$ cat src/rtl/cordic_rotator_if.sv
// Handshake bundle for cordic_rotator: polar sample in, I/Q result out.
// slave = rotator side, master = producer/consumer side.
interface cordic_rotator_if #(
    parameter int unsigned DATA_WIDTH  = 16,
    parameter int unsigned THETA_WIDTH = 16
);
    logic signed [DATA_WIDTH-1:0]  input_data_amp;
    logic signed [THETA_WIDTH-1:0] input_data_theta;
    logic                          input_valid;
    logic                          input_ready;
    logic signed [DATA_WIDTH+1:0]  output_data_i;
    logic signed [DATA_WIDTH+1:0]  output_data_q;
    logic                          output_data_valid;
    logic                          output_ready;

    modport slave (
        input  input_data_amp, input_data_theta, input_valid, output_ready,
        output input_ready, output_data_i, output_data_q, output_data_valid
    );

    modport master (
        output input_data_amp, input_data_theta, input_valid, output_ready,
        input  input_ready, output_data_i, output_data_q, output_data_valid
    );
endinterface

$ cat src/rtl/cordic_rotator.sv
// Iterative rotation-mode CORDIC: (amp, theta) -> (I, Q), one micro-rotation per clock.
// Define CORDIC_ROTATOR_GAIN_COMP_EN to add a SCALE state that divides out the CORDIC gain.
module cordic_rotator #(
    parameter int unsigned DATA_WIDTH  = 16,
    parameter int unsigned THETA_WIDTH = 16,
    parameter int unsigned ITERATIONS  = 14
) (
    input  logic            clk,
    input  logic            reset,
    cordic_rotator_if.slave bus
);
    localparam int unsigned   XW        = DATA_WIDTH + 2;
    localparam int unsigned   TW        = THETA_WIDTH;
    localparam int unsigned   IW        = $clog2(ITERATIONS);
    localparam logic [IW-1:0] LAST_ITER = IW'(ITERATIONS - 1);

`ifdef CORDIC_ROTATOR_GAIN_COMP_EN
    typedef enum logic [1:0] {S_IDLE, S_ROTATE, S_SCALE, S_DONE} state_t;
`else
    typedef enum logic [1:0] {S_IDLE, S_ROTATE, S_DONE} state_t;
`endif

    state_t               state_q, state_d;
    logic [IW-1:0]        iter_q, iter_d;
    logic signed [XW-1:0] x_q, x_d, y_q, y_d;
    logic signed [TW-1:0] z_q, z_d;
    logic signed [XW-1:0] out_i_q, out_i_d, out_q_q, out_q_d;
    logic                 rdy_q, rdy_d, vld_q, vld_d;
    logic signed [XW-1:0] amp_ext, dx, dy;
    logic signed [TW-1:0] dz;

    // atan(2^-i)/pi scaled to 2^31, rounded to the configured angle width
    function automatic logic [TW-1:0] atan_lut(input logic [IW-1:0] idx);
        logic [63:0] b;
        case (int'(idx))
            0:       b = 64'h2000_0000;
            1:       b = 64'h12E4_051E;
            2:       b = 64'h09FB_385B;
            3:       b = 64'h0511_11D4;
            4:       b = 64'h028B_0D43;
            5:       b = 64'h0145_D7E1;
            6:       b = 64'h00A2_F61E;
            7:       b = 64'h0051_7C55;
            8:       b = 64'h0028_BE53;
            9:       b = 64'h0014_5F2F;
            10:      b = 64'h000A_2F98;
            11:      b = 64'h0005_17CC;
            12:      b = 64'h0002_8BE6;
            13:      b = 64'h0001_45F3;
            14:      b = 64'h0000_A2FA;
            15:      b = 64'h0000_517D;
            default: b = 64'd683565276 >> idx;
        endcase
        if (TW < 32) begin
            b = (b + (64'd1 << (31 - TW))) >> (32 - TW);
        end
        return TW'(b);
    endfunction

`ifdef CORDIC_ROTATOR_GAIN_COMP_EN
    // v * round(2^15/K), then >>> 15 with round-half-up
    function automatic logic signed [XW-1:0] gain_comp(input logic signed [XW-1:0] v);
        logic signed [XW+15:0] p;
        p = (XW+16)'(v) * $signed((XW+16)'(19898));
        p = p + $signed((XW+16)'(16384));
        return XW'(p >>> 15);
    endfunction
`endif

    always_ff @(posedge clk or posedge reset) begin
        if (reset) begin
            state_q <= S_IDLE;
            iter_q  <= '0;
            x_q     <= '0;
            y_q     <= '0;
            z_q     <= '0;
            out_i_q <= '0;
            out_q_q <= '0;
            rdy_q   <= 1'b1;
            vld_q   <= 1'b0;
        end else begin
            state_q <= state_d;
            iter_q  <= iter_d;
            x_q     <= x_d;
            y_q     <= y_d;
            z_q     <= z_d;
            out_i_q <= out_i_d;
            out_q_q <= out_q_d;
            rdy_q   <= rdy_d;
            vld_q   <= vld_d;
        end
    end

    always_comb begin
        state_d = state_q;
        iter_d  = iter_q;
        x_d     = x_q;
        y_d     = y_q;
        z_d     = z_q;
        out_i_d = out_i_q;
        out_q_d = out_q_q;
        amp_ext = XW'(bus.input_data_amp);
        dx      = y_q >>> iter_q;
        dy      = x_q >>> iter_q;
        dz      = $signed(atan_lut(iter_q));

        case (state_q)
            S_IDLE: begin
                if (bus.input_valid) begin
                    // fold |theta| >= pi/2 into the convergence range by a pi pre-rotation
                    if (bus.input_data_theta[TW-1] != bus.input_data_theta[TW-2]) begin
                        z_d = {~bus.input_data_theta[TW-1], bus.input_data_theta[TW-2:0]};
                        x_d = -amp_ext;
                    end else begin
                        z_d = bus.input_data_theta;
                        x_d = amp_ext;
                    end
                    y_d     = '0;
                    iter_d  = '0;
                    state_d = S_ROTATE;
                end
            end
            S_ROTATE: begin
                if (!z_q[TW-1]) begin
                    x_d = x_q - dx;
                    y_d = y_q + dy;
                    z_d = z_q - dz;
                end else begin
                    x_d = x_q + dx;
                    y_d = y_q - dy;
                    z_d = z_q + dz;
                end
                iter_d = iter_q + IW'(1);
                if (iter_q == LAST_ITER) begin
                    iter_d  = '0;
                    out_i_d = x_d;
                    out_q_d = y_d;
`ifdef CORDIC_ROTATOR_GAIN_COMP_EN
                    state_d = S_SCALE;
`else
                    state_d = S_DONE;
`endif
                end
            end
`ifdef CORDIC_ROTATOR_GAIN_COMP_EN
            S_SCALE: begin
                out_i_d = gain_comp(out_i_q);
                out_q_d = gain_comp(out_q_q);
                state_d = S_DONE;
            end
`endif
            S_DONE: begin
                if (bus.output_ready) begin
                    state_d = S_IDLE;
                end
            end
            default: state_d = S_IDLE;
        endcase

        rdy_d = (state_d == S_IDLE);
        vld_d = (state_d == S_DONE);
    end

    assign bus.input_ready       = rdy_q;
    assign bus.output_data_valid = vld_q;
    assign bus.output_data_i     = out_i_q;
    assign bus.output_data_q     = out_q_q;
endmodule

$ cat src/flat_wrapper.sv
// flat-port wrapper written by rule: the top's interface ports become plain ports
module cordic_rotator_flat 
#(
    parameter int unsigned DATA_WIDTH  = 16,
    parameter int unsigned THETA_WIDTH = 16,
    parameter int unsigned ITERATIONS  = 14
)
  (clk, reset, bus_input_data_amp, bus_input_data_theta, bus_input_valid, bus_output_ready, bus_input_ready, bus_output_data_i, bus_output_data_q, bus_output_data_valid);
  cordic_rotator_if #(.DATA_WIDTH(DATA_WIDTH), .THETA_WIDTH(THETA_WIDTH)) bus_i ();
  input  logic clk;
  input  logic reset;
  input wire logic [$bits(bus_i.input_data_amp)-1:0] bus_input_data_amp;
  input wire logic [$bits(bus_i.input_data_theta)-1:0] bus_input_data_theta;
  input wire logic [$bits(bus_i.input_valid)-1:0] bus_input_valid;
  input wire logic [$bits(bus_i.output_ready)-1:0] bus_output_ready;
  output wire logic [$bits(bus_i.input_ready)-1:0] bus_input_ready;
  output wire logic [$bits(bus_i.output_data_i)-1:0] bus_output_data_i;
  output wire logic [$bits(bus_i.output_data_q)-1:0] bus_output_data_q;
  output wire logic [$bits(bus_i.output_data_valid)-1:0] bus_output_data_valid;
  assign bus_i.input_data_amp = bus_input_data_amp;
  assign bus_i.input_data_theta = bus_input_data_theta;
  assign bus_i.input_valid = bus_input_valid;
  assign bus_i.output_ready = bus_output_ready;
  assign bus_input_ready = bus_i.input_ready;
  assign bus_output_data_i = bus_i.output_data_i;
  assign bus_output_data_q = bus_i.output_data_q;
  assign bus_output_data_valid = bus_i.output_data_valid;
  cordic_rotator #(.DATA_WIDTH(DATA_WIDTH), .THETA_WIDTH(THETA_WIDTH), .ITERATIONS(ITERATIONS)) u_core (.clk(clk), .reset(reset), .bus(bus_i));
endmodule
$ cat config.mk
export PLATFORM = sky130hd
export DESIGN_NAME = cordic_rotator_flat
export DESIGN_NICKNAME = d
export VERILOG_FILES = /design/src/rtl/cordic_rotator_if.sv /design/src/rtl/cordic_rotator.sv /design/src/flat_wrapper.sv
export SDC_FILE = /design/constraint.sdc
export NUM_CORES = 1
export LEC_CHECK = 0
export ABC_AREA = 1
export CORE_MARGIN = 4
export CORE_UTILIZATION = 45
export CTS_CLUSTER_SIZE = 14
export DETAILED_ROUTE_END_ITERATION = 6
export GPL_TIMING_DRIVEN = 0
export PLACE_DENSITY_LB_ADDON = 0.08
export SETUP_SLACK_MARGIN = 0.1
export SYNTH_ARGS = -nofsm -noshare
export SYNTH_HDL_FRONTEND = slang
export SYNTH_SLANG_ARGS = --single-unit
$ cat constraint.sdc
create_clock -name clk -period 5.8 [get_ports clk]
set_clock_uncertainty 0.15 [all_clocks]
set_input_delay 1.74 -clock clk [delete_from_list [all_inputs] [get_ports clk]]
set_output_delay 1.74 -clock clk [all_outputs]
set_load 0.005 [all_outputs]
## Word level (Yosys, flattened, before mapping)

Memories as Yosys holds them, arrays and structs flattened.
Index checks and enable logic that the tools add are counted.

- Register bits: 96
- Latch bits: 0
- RAM bits: 0
- Bits in read-only memories: 480
- Input port bits: 36
- Output and inout bits: 38
- Logic and storage cells: 51
- Memories kept: 1

Memory list:

| memory | words | width | read ports | clocked after Yosys merged registers in | write ports | line | source |
|---|---|---|---|---|---|---|---|
| (no name shown) | 16 | 30 | 1 | 0 | 0 | cordic_rotator.sv:35 | `case (int'(idx))` |

- $add $sub $neg: 9
- Multipliers: 0
- Divide/modulo/power cells: 0
- Magnitude comparators: 0
- Eq/ne operators: 6
- Shift-type cells: 2
- Muxes and demuxes: 18
- Bitwise gates (word level): 1
- Reduce and logical (&&, ||, !) cells: 5

Operators with widths:

| cell | count |
|---|---|
| 2-to-1 mux 18 bit | 5 |
| one-hot mux 18 bit (2 select lines) | 2 |
| 2-to-1 mux 16 bit | 3 |
| adder 18 bit | 2 |
| >>> shifter 18 x 4 -> 18 bit | 2 |
| subtractor 18 bit | 2 |
| adder 32 x 16 -> 32 bit, second input constant | 1 |
| one-hot mux 16 bit (2 select lines) | 1 |
| negation 16 -> 18 bit | 1 |
| adder 16 bit | 1 |
| subtractor 16 bit | 1 |
| 2-to-1 mux 4 bit | 2 |
| one-hot mux 4 bit (2 select lines) | 1 |
| 2-to-1 mux 2 bit | 3 |
| one-hot mux 2 bit (3 select lines) | 1 |
| adder 4 x 1 -> 4 bit, second input constant | 1 |
| equality test 2 bit, second input constant | 2 |
| equality test 4 bit, second input constant | 1 |
| logical NOT 2 bit | 2 |
| AND reduction 2 bit | 2 |
| equality test 2 x 1 -> 1 bit, second input constant | 1 |
| inequality test 2 bit, second input constant | 1 |
| nonzero test 2 bit | 1 |
| inequality test 1 bit | 1 |
| inverter 1 bit | 1 |

## Depth between registers and ports, before layout

Gate-level depths: netlist (run 1).
An unclocked memory read counts as a cell.

- Word-level depth: 5
- Mapped depth: 30
- Mapped depth without buffers: 28

## Worst setup path before layout (run 1)

OpenSTA, ideal clock, no wires.

- Path type: flip-flop to flip-flop
- From: register u_core.iter_q[0]
- To: register u_core.z_q[14]
- Setup time: 0.134 ns
- Arrival: 3.791 ns
- Required time: 5.516 ns
- Path slack: 1.725 ns
- Cell stages (with the launch flop): 27
- Buffers on the path: 2
- Clock period less this slack: 4.075 ns
- Cells stage by stage: dfrtp_1 -> buf_6 -> inv_6 -> buf_6 -> ha_1 -> nand2_1 -> o211ai_2 -> ha_1 -> inv_1 -> xor2_1 -> ha_1 -> inv_1 -> nor3_2 -> nand4_1 -> nand2_1 -> xnor2_1 -> inv_1 -> ha_1 -> nand2_1 -> nor2_1 -> nand3_1 -> o2111ai_1 -> nand2_1 -> a21oi_1 -> a21oi_1 -> o21ai_0 -> o211ai_1

- Cells in the longest elaborated chain, start to end: 5
- Elaborated cells between the ends (all ways): 6
- Classes of those cells: 3 x add/sub; 2 x mux; 1 x memory

RTL lines:

| element | line | source |
|---|---|---|
| from (decl) | cordic_rotator.sv:24 | `logic [IW-1:0] iter_q, iter_d;` |
| from (signal assigned) | cordic_rotator.sv:83 | `iter_q <= iter_d;` |
| memory read (16 x 30 bit) (*) | n/a |  |
| adder 32 x 16 -> 32 bit (*) | cordic_rotator.sv:55 | `b = (b + (64'd1 << (31 - TW))) >> (32 - TW);` |
| subtractor 16 bit / adder 16 bit (equally long branches) | cordic_rotator.sv:127, cordic_rotator.sv:131 |  |
| 2-to-1 mux 16 bit (*) | cordic_rotator.sv:124 | `if (!z_q[TW-1]) begin` |
| one-hot mux 16 bit (2 select lines) (*) | cordic_rotator.sv:107 | `case (state_q)` |
| to (signal assigned) | cordic_rotator.sv:86 | `z_q <= z_d;` |
| to (decl) | cordic_rotator.sv:26 | `logic signed [TW-1:0] z_q, z_d;` |

Mark *: on every way between the ends. The rest lies on a longest branch, timed or not.
A chain may end at the register's enable or synchronous reset.

## Worst setup path after layout (run 1)

- From: register u_core.iter_q[1]
- To: register u_core.out_i_q[17], in the netlist u_core.bus.output_data_i[17]

- Cells in the longest elaborated chain, start to end: 3
- Elaborated cells between the ends (all ways): 6
- Classes of those cells: 2 x add/sub; 1 x eq/ne; 1 x shift; 1 x mux; 1 x reduce/logical

RTL lines:

| element | line | source |
|---|---|---|
| >>> shifter 18 x 4 -> 18 bit | cordic_rotator.sv:103 | `dx = y_q >>> iter_q;` |
| subtractor 18 bit / adder 18 bit (equally long branches) | cordic_rotator.sv:125, cordic_rotator.sv:129 |  |
| 2-to-1 mux 18 bit | cordic_rotator.sv:124 |  |
| to (signal assigned) | cordic_rotator.sv:87 | `out_i_q <= out_i_d;` |
| to (decl) | cordic_rotator.sv:27 | `logic signed [XW-1:0] out_i_q, out_i_d, out_q_q, out_q_d;` |

Parallel ways exist; a longest one is shown, timed or not.

==> results of run 1 <==
==> worst min-delay path by stage <==
stage,from,end,slack (ns),cells past startpoint
after global routing,u_core.bus.output_data_i[7],u_core.bus.output_data_i[7],0.36,2
after floorplan,u_core.z_q[0],u_core.z_q[0],0.32,2
final,u_core.bus.output_data_q[15],u_core.bus.output_data_q[15],0.34,2
after detailed placement,u_core.bus.output_data_i[14],u_core.bus.output_data_i[14],0.32,2
after global placement,u_core.bus.output_data_q[13],u_core.bus.output_data_q[13],0.32,2
after CTS,u_core.bus.output_data_q[15],u_core.bus.output_data_q[15],0.34,2
==> flip-flops by register name, indices dropped and copies added (netlist names) <==
signal	count
u_core.y_q	18
u_core.bus.output_data_valid	1
u_core.bus.input_ready	1
u_core.bus.output_data_i	18
u_core.z_q	16
u_core.x_q	18
u_core.bus.output_data_q	18
u_core.state_q	2
u_core.iter_q	4
==> metrics by stage <==
step                      utilization (%)  cells  setup TNS [ns]  hold slack, ns  instance area, um2
after CTS                           52.71   1869               0          0.3429               11150
after detailed placement            51.20   1853               0          0.3161               10830
after global placement              51.06   1852          -24.51          0.3189               10800
after floorplan                         -   1504               0          0.3187                9726
final                               52.71   1869               0          0.3390               11150
after global routing                52.71   1869               0          0.3607               11150
==> worst min-delay path, stage by stage (launching register included) <==
cell	delay, ns
dfrtp_1	0.35
nand2_1	0.05
o21ai_0	0.06
==> per-layer routing <==
metal	global-route usage, %	vias up	share of wire (%)
met5	0	-	0.017
met1	43.81	4925	47
met4	8.537	2	2.7
met3	5.118	54	8.1
met2	45.23	426	43
li1	-	5193	-
==> cells by family (layout without fill, tap and decap cells) <==
logic type      after synthesis  after routing
fa+ha+maj                    66             66
simple gates                787            787
buf+inv                     207            297
xor+xnor                     55             55
flops                        96             96
compound gates              293            293
==> cell type report <==
type / instances / area share (%)
multi-input cells: 1201 / 57.66
flip-flops and latches: 96 / 21.56
repair buffers: 74 / 6.800
inverters: 150 / 5.139
well taps: 275 / 3.086
plain buffers: 57 / 2.884
clock buffers: 9 / 2.020
clock inverters: 7 / 0.8528
==> cell usage in the layout (no fill, tap or decap), drive strengths merged, types with 13 or more instances in the layout <==
cell type / n
nand2: 455
nor3: 18
clkbuf: 35
nand3: 186
xor2: 42
o21ai: 132
buf: 32
ha: 63
nor2: 99
inv: 151
o211ai: 17
a21oi: 94
clkdlybuf4s50: 73
dfrtp: 95
xnor2: 13
a31oi: 17
==> impl_results.md, run 1 <==
* Final setup margin at 0.5700 ns
* Area of the multi-input gates at 6430 um2
* RSZ-0062 raised after global routing: no
* Cells on worst reg2reg path at 24
* Number of I/O port buffers at 73
* Critical Path End: u_core.bus.output_data_i[17]
* First-pass GRT wire length at 55660 um
* Routed WL per cell at 19.39 um
* Die height at 155.0 um
* Drt first pass iters at 6
* Flop2flop setup slack at 0.57 ns
* Hold Crit Class: register to register
* Antenna violation net count after detailed routing at 0
* Largest area contributor in the netlist: dfrtp_1
* Die ar. at 24030 um2
* Fill count at 2259
* Die W at 155.0 um
* Max Fclk at 0.1912 GHz
* Final min period at 5.230 ns
* Synth cell count leaders: nand2_1 (444), nand3_1 (180), inv_1 (139)
* Worst slew margin at 6.272%
* Total track usage at 29.88%
* GP Congestion at 1.073
* Final Hold Viols at 0
* # diodes at 0
* Syn nets at 1606
* CP Capture Type: register
* Top_reg_cell synth: dfrtp_1
* Post-synthesis adder-cell area fraction at 8.723%
* Max-cap violation count at 0
* Vias in the first global route at 9763
* Via count at 10600
* R2r endpoint: u_core.bus.output_data_i[17]
* Post-synth EDFFs at 0
* Max Slew Vio Count at 0
* Sink Count at 96
* Most common cell in the netlist: nand2_1
* Syn Area/Cell at 6.466 um2
* Instance count on the critical path at 24
* Mapped Cells at 1504
* Cell family with most CP delay: simple AND/OR/NAND/NOR gates
* Xor/xnor share of the synthesized area at 5.185%
* Initial antenna violation count at 1
* Layout cells sized above 1 at 6.775%
* Top cell type's share of synthesized area at 24.44%
* CP cell instances: inv_2, buf_2, nand3_1, nand3_1, nand3_1, nand2_1, ha_1, nand2_1, nor2_2, nand3_2, nor3_4, nand3_1, nand2_1, xor2_1, inv_1, ha_1, nand2_1, nor3_1, nand4_1, o311ai_0, inv_1, nand2_1, nand3_1, o21ai_1
* Clk buf depth at 2
* Worst Tran Pin Value at 1.401 ns
* Setup bufs post-CTS at 0
* Total CTS buffers at 9
* Worst Path Buf+Inv at 4
* Critical Path Start Type: register
* Largest family of logic cells by synthesized area: simple AND/OR/NAND/NOR gates
* CP peak stage delay at 0.47 ns
* Final nets at 1691
* Via density at 5.671
* Asr flop ratio synth at 100.0%
* Crit Path Class: register to register
* Synth Area in Simple Gates at 35.20%
* Resize count post-CTS at 0
* Distinct cell type count after synthesis at 51
* Hold-fix buffers, CTS at 0
* Tcrit/Tclk final at 90.17%
* Clock transition at the registers of the reported paths at 0.08 ns
* Core box area at 21150 um2
* DR DRC count at 0
* Finish-stage setup viols at 0
* Worst slack at placement at 0.7527 ns
* Req. time, crit path at 5.93 ns
* CTS tree: built
* Clk root buf: clkbuf_16
* Reg-to-Reg Start: u_core.iter_q[1]
* Initial Util at 45.98%
* Area contributors post-synth: dfrtp_1 (24%), nand2_1 (17%), nand3_1 (9.3%), ha_1 (8.1%), o21ai_0 (5.9%)
* Post-Syn Area at 9726 um2
* Initial drt markers at 1078
* Mux share of post-synthesis cell area at 0%
* Sequential area share after synthesis at 24.71%
* Status: complete, no violations
* # rows at 53
* Sequential cell area at 2404 um2
* Layout area overhead at 14.65%
* #FFs+latches synth at 96
* CP max stage cell: o311ai_0
* GR Overflow Total at 0
* CTS H-tree lvls at 3
* Num ports at 74
* Ys Warns at 0
* Largest net degree at the start of global routing at 50
* Compound-gate portion of the synthesized area at 17.01%
* Worst skew pair latency at 0.37 ns
* Final HPWL DP at 29220 um
* Maximum fanout along the worst path at 10
* Crit path from: u_core.iter_q[1]
* Crit path arrival time at 5.36 ns
* Final wirelength at 36240 um
Power of run 1 is not shown: default switching activity piles up to over one toggle a cycle in this logic, so the estimate is an artifact.
==> inputs of run 2 (changes only) <==
--- a/config.mk
+++ b/config.mk
@@ -13,6 +13,7 @@
 export GPL_TIMING_DRIVEN = 0
 export PLACE_DENSITY_LB_ADDON = 0.08
 export SETUP_SLACK_MARGIN = 0.1
+export SKIP_CTS_REPAIR_TIMING = 1
 export SYNTH_ARGS = -nofsm -noshare
 export SYNTH_HDL_FRONTEND = slang
 export SYNTH_SLANG_ARGS = --single-unit
==> results of run 2 <==
The final DEF is identical to that of run 1; final timing and power are the same.
Power of run 2 is left out for the same reason.
